===== src/rtl/frame_encoder.sv =====
// Tx frame encoder: wraps an AXI4-Stream byte frame in START/STOP markers and
// escapes any payload byte that collides with a marker value.
module frame_encoder #(
  parameter logic [7:0] ESCAPE_BYTE = 8'h7F,
  parameter logic [7:0] START_BYTE  = 8'h7D,
  parameter logic [7:0] STOP_BYTE   = 8'h7E,
  parameter int         CNT_W       = 16
) (
  input  logic             aclk,
  input  logic             areset,
  input  logic             target_tvalid,
  output logic             target_tready,
  input  logic [7:0]       target_tdata,
  input  logic             target_tlast,
  output logic             initiator_tvalid,
  input  logic             initiator_tready,
  output logic [7:0]       initiator_tdata,
  output logic             frame_done,
  output logic [CNT_W-1:0] frame_count
);

  // Handshake rule on both sides: a beat transfers on the rising clock edge
  // where tvalid and tready are both high; a valid beat is held until taken.

  typedef enum logic [1:0] {S_IDLE, S_DATA, S_ESC, S_STOP} state_t;

  state_t           state_q, state_d;
  logic             out_valid_q;
  logic [7:0]       out_data_q;
  logic             out_is_stop_q;
  logic             frame_done_q;
  logic [CNT_W-1:0] frame_count_q;

  logic       slot_free;
  logic       reserved;
  logic       load;
  logic       load_stop;
  logic       consume;
  logic [7:0] load_data;
  logic       stop_hs;

  assign slot_free = !out_valid_q || initiator_tready;
  assign reserved  = (target_tdata == ESCAPE_BYTE) || (target_tdata == START_BYTE) ||
                     (target_tdata == STOP_BYTE);
  // A data byte equal to STOP_BYTE may be on the wire too, so frame end is
  // tracked by a flag rather than by comparing the output byte.
  assign stop_hs   = out_valid_q && initiator_tready && out_is_stop_q;

  always_comb begin
    state_d   = state_q;
    load      = 1'b0;
    load_stop = 1'b0;
    consume   = 1'b0;
    load_data = 8'h00;
    if (slot_free) begin
      unique case (state_q)
        S_IDLE: begin
          if (target_tvalid) begin
            load      = 1'b1;
            load_data = START_BYTE;
            state_d   = S_DATA;
          end
        end
        S_DATA: begin
          if (target_tvalid) begin
            load = 1'b1;
            if (reserved) begin
              load_data = ESCAPE_BYTE;
              state_d   = S_ESC;
            end else begin
              load_data = target_tdata;
              consume   = 1'b1;
              state_d   = target_tlast ? S_STOP : S_DATA;
            end
          end
        end
        S_ESC: begin
          // The escaped byte is still held on the input, unconsumed.
          load      = 1'b1;
          load_data = target_tdata;
          consume   = target_tvalid;
          state_d   = target_tlast ? S_STOP : S_DATA;
        end
        S_STOP: begin
          load      = 1'b1;
          load_stop = 1'b1;
          load_data = STOP_BYTE;
          state_d   = S_IDLE;
        end
        default: state_d = S_IDLE;
      endcase
    end
  end

  always_ff @(posedge aclk) begin
    if (areset) begin
      state_q       <= S_IDLE;
      out_valid_q   <= 1'b0;
      out_data_q    <= 8'h00;
      out_is_stop_q <= 1'b0;
      frame_done_q  <= 1'b0;
      frame_count_q <= '0;
    end else begin
      state_q      <= state_d;
      frame_done_q <= stop_hs;
      if (stop_hs) frame_count_q <= frame_count_q + CNT_W'(1);
      if (slot_free) begin
        out_valid_q   <= load;
        out_is_stop_q <= load_stop;
        if (load) out_data_q <= load_data;
      end
    end
  end

  assign target_tready    = !areset && consume;
  assign initiator_tvalid = out_valid_q;
  assign initiator_tdata  = out_data_q;
  assign frame_done       = frame_done_q;
  assign frame_count      = frame_count_q;

endmodule


===== config.mk =====
export PLATFORM = sky130hd
export DESIGN_NAME = frame_encoder
export DESIGN_NICKNAME = d
export VERILOG_FILES = /design/src/rtl/frame_encoder.sv
export SDC_FILE = /design/constraint.sdc
export NUM_CORES = 1
export LEC_CHECK = 0
export CORE_MARGIN = 5
export CORE_UTILIZATION = 45
export DETAILED_ROUTE_END_ITERATION = 12
export PLACE_DENSITY = 0.74
export SYNTH_ARGS = -nofsm -noshare
export SYNTH_HDL_FRONTEND = slang
export SYNTH_SLANG_ARGS = --single-unit

===== constraint.sdc =====
create_clock -name aclk -period 2.9 [get_ports aclk]
set_input_delay 0.58 -clock aclk [delete_from_list [all_inputs] [get_ports aclk]]
set_output_delay 0.58 -clock aclk [all_outputs]
set_load 0.01 [all_outputs]

==> results.py <==
metrics = {
    "power": {
        "peakVddDrop_v": 0.0002412,
        "p_leak_nw": 0.7196,
        "power_density_mw_per_mm2": 420.2,
    },
    "placed_design": {
        "place.port_buffers": 39,
        "place_hpwl_mm": 2.489,
        "preCtsSetupSlack_ps": 106.5,
        "place_congestion": 0.8482,
        "dp.cells": 252,
    },
    "yosys": {
        "ys_seq_area_share_pct": 40.67,
        "synth_edf_count": 0,
        "synthesis.nets": 190,
        "synth_top_area_share_pct": 40.67,
        "dominantRegCellSynth": "dfxtp_1",
        "synth_seq_cells": 29,
        "async_flop_share_pct": 0,
        "post_synth.cell_area_avg_sq_um": 8.349,
        "synth_area_sq_mm": 0.001428,
        "ys_types": 40,
        "netlist_top_cells_area": "dfxtp_1 (41%), a21oi_1 (6.0%), ha_1 (5.3%), nor2_1 (5.0%), nand2_1 (4.7%)",
        "synth_area_leader_cell": "dfxtp_1",
        "yosysWarnings": 0,
        "postSynthCellCount": 171,
    },
    "global_routing": {
        "first_global_vias": 1329,
        "grt_max_degree": 32,
        "gr-total-overflow": 0,
        "antenna_found_initial": 0,
        "grt_pass1_wl_mm": 5.664,
        "grt.total_usage_pct": 16.78,
    },
    "cells_and_area": {
        "diodes": 0,
        "finalNonFillerCells": 260,
        "final_common_cell": "clkdlybuf4s50_1",
        "area_delta_synth_final_pct": 36.46,
        "fillers": 279,
        "postLayoutCoreUtil_pct": 63.81,
        "drive_above_1_share_pct": 11.11,
        "final_nets": 234,
        "layout_common_cells": "clkdlybuf4s50_1 (38), dfxtp_1 (29), nor2_1 (19), nand2_1 (18), a21oi_1 (17)",
    },
    "cts": {
        "clockBufferDepth": 2,
        "cts_max_level": 2,
        "ctsHoldBuffers": 0,
        "numCtsBuffers": 5,
        "insertion_delay_ps": 320,
        "clkTransAtPathRegs_ps": 90,
        "cts_setup_buffers": 0,
        "clockRootBuffer": "clkbuf_4",
        "cts_tree": "done",
        "cts.repair.resized": 0,
        "clkSinkCount": 29,
    },
    "sta": {
        "drv_slew": 0,
        "fin_skew_ps": 5.424,
        "rsz0062_at_grt": "false",
        "slew_headroom_pct": 64.72,
        "timing.final.crit_period_ps": 2524,
        "finalHoldViolations": 0,
        "fmax_mhz": 396.2,
        "tns_ps": 0,
        "finalWorstSetupSlack_ps": 375.8,
        "setup_viol": 0,
        "final.period_utilization_pct": 87.04,
        "hold_slack_ps": 453.9,
        "worst_slew_pin_slew_ps": 524.8,
    },
    "critical_path": {
        "r2r_slack_ps": 1100,
        "crit_required_ps": 2320,
        "reg2reg_from": "frame_count[2]",
        "reg2reg_depth": 4,
        "worstSetupStartpointType": "input pin",
        "arrival_ps": 1940,
        "timing.rr.end": "frame_count[13]",
        "cp-end-kind": "output port",
        "path_class": "input pin to output port",
        "crit_path_start": "target_tdata[3]",
        "cp_max_fo": 3,
    },
    "drt": {
        "wire_per_inst_um": 12.70,
        "drc": 0,
        "vias_per_cell": 5.262,
        "first_iter_violations": 82,
        "num_vias": 1368,
        "finalWirelength_mm": 3.302,
        "firstDrtPassIters": 4,
        "ant_nets": 0,
    },
    "flow_run": {
        "cap_violations": 0,
    },
    "hold_path": {
        "whs_endpoint": "initiator_tdata[7]",
        "whs_path_depth": 2,
        "hold_path.class": "register to register",
        "hp-start": "initiator_tdata[7]",
    },
    "die": {
        "design.die.area_sq_mm": 0.004399,
        "rows": 20,
        "ios": 40,
        "die_w_um": 66.33,
        "die_y_um": 66.33,
        "start_util_pct": 46.76,
        "core_sq_mm": 0.003053,
    },
    "outcome": {
        "outcome": "finished clean",
    },
}
## cells in the mapped netlist (all sizes together) (2+ instances only)
cell type and n:
nand4 4, ha 6, nand2 18, or3 4, nand4b 2, nor4 2, a21o 2, nand3 7
nor2b 2, a31oi 6, clkbuf 2, buf 3, dfxtp 29, nor2 19, a21oi 17, or4 2
xnor2 4, o211ai 2, nor3 5, inv 5, nand2b 2, xor2 5, o21ai 5, or2 6
## cells by family (layout without fill, tap and decap cells)
kind of cell	after synthesis	after routing	share of synthesized area, %
AND/OR/NAND/NOR	77	77	28.13
adder cells (fa/ha/maj)	6	6	5.258
buffers and inverters	10	55	2.717
multiplexers	2	2	1.490
AO/OA/AOI/OAI	38	38	16.21
flip-flops	29	29	40.67
XOR/XNOR	9	9	5.521
## final cells by class
| type | instances | area (sq um) | area share, % |
|---|---|---|---|
| Timing Repair Buffer | 42 | 415.4 | 21.32 |
| Clock buffer | 7 | 65.06 | 3.340 |
| Tap cell | 44 | 55.05 | 2.826 |
| Sequential cell | 29 | 580.6 | 29.80 |
| Multi-Input combinational cell | 132 | 808.3 | 41.49 |
| Inverter | 5 | 18.77 | 0.9634 |
| Clock inverter | 1 | 5.005 | 0.2569 |
## flip-flops by register name, summed over array words and instances, names as in the netlist
| register | count |
|---|---|
| state_q | 2 |
| initiator_tvalid | 1 |
| out_is_stop_q | 1 |
| frame_count | 16 |
| initiator_tdata | 8 |
| frame_done | 1 |
## through the flow
stage / total power [mW] / instance area, sq um
after floorplan: 0.4907 / 1428
after global placement: 0.5454 / 1876
after detailed placement: 0.5479 / 1876
after CTS: 0.8322 / 1946
after global routing: 0.8650 / 1948
final: 0.8186 / 1948
## worst max-delay path: stages
cell and delay, ps:
clkdlybuf4s50_1 490, nand4b_1 170, or2_2 330, a21oi_1 150
nor2_1 60, dlymetal6s2s_1 160
## layer usage
layer	vias to the layer above	global-route usage, %	share of wire [%]
li1	691	-	-
met1	624	18.68	44
met2	44	28.25	47
met3	9	5.102	6.1
met4	0	9.137	2.8
met5	-	0	0
## power breakdown
part | internal [mW] | total [mW] | switching (mW)
clock network | 0.140 | 0.280 | 0.139
registers | 0.411 | 0.420 | 0.00897
logic | 0.0589 | 0.119 | 0.0604
## how the worst max path moves through the flow
stage                                to  slack [ps]  cells past startpoint
final                     target_tready         380                      6
after global routing      target_tready         290                      6
after CTS                 target_tready         100                      6
after detailed placement  target_tready         110                      6
after global placement    target_tready         130                      6
after floorplan           target_tready        1050                      4
(Power assumes the default switching activity.)
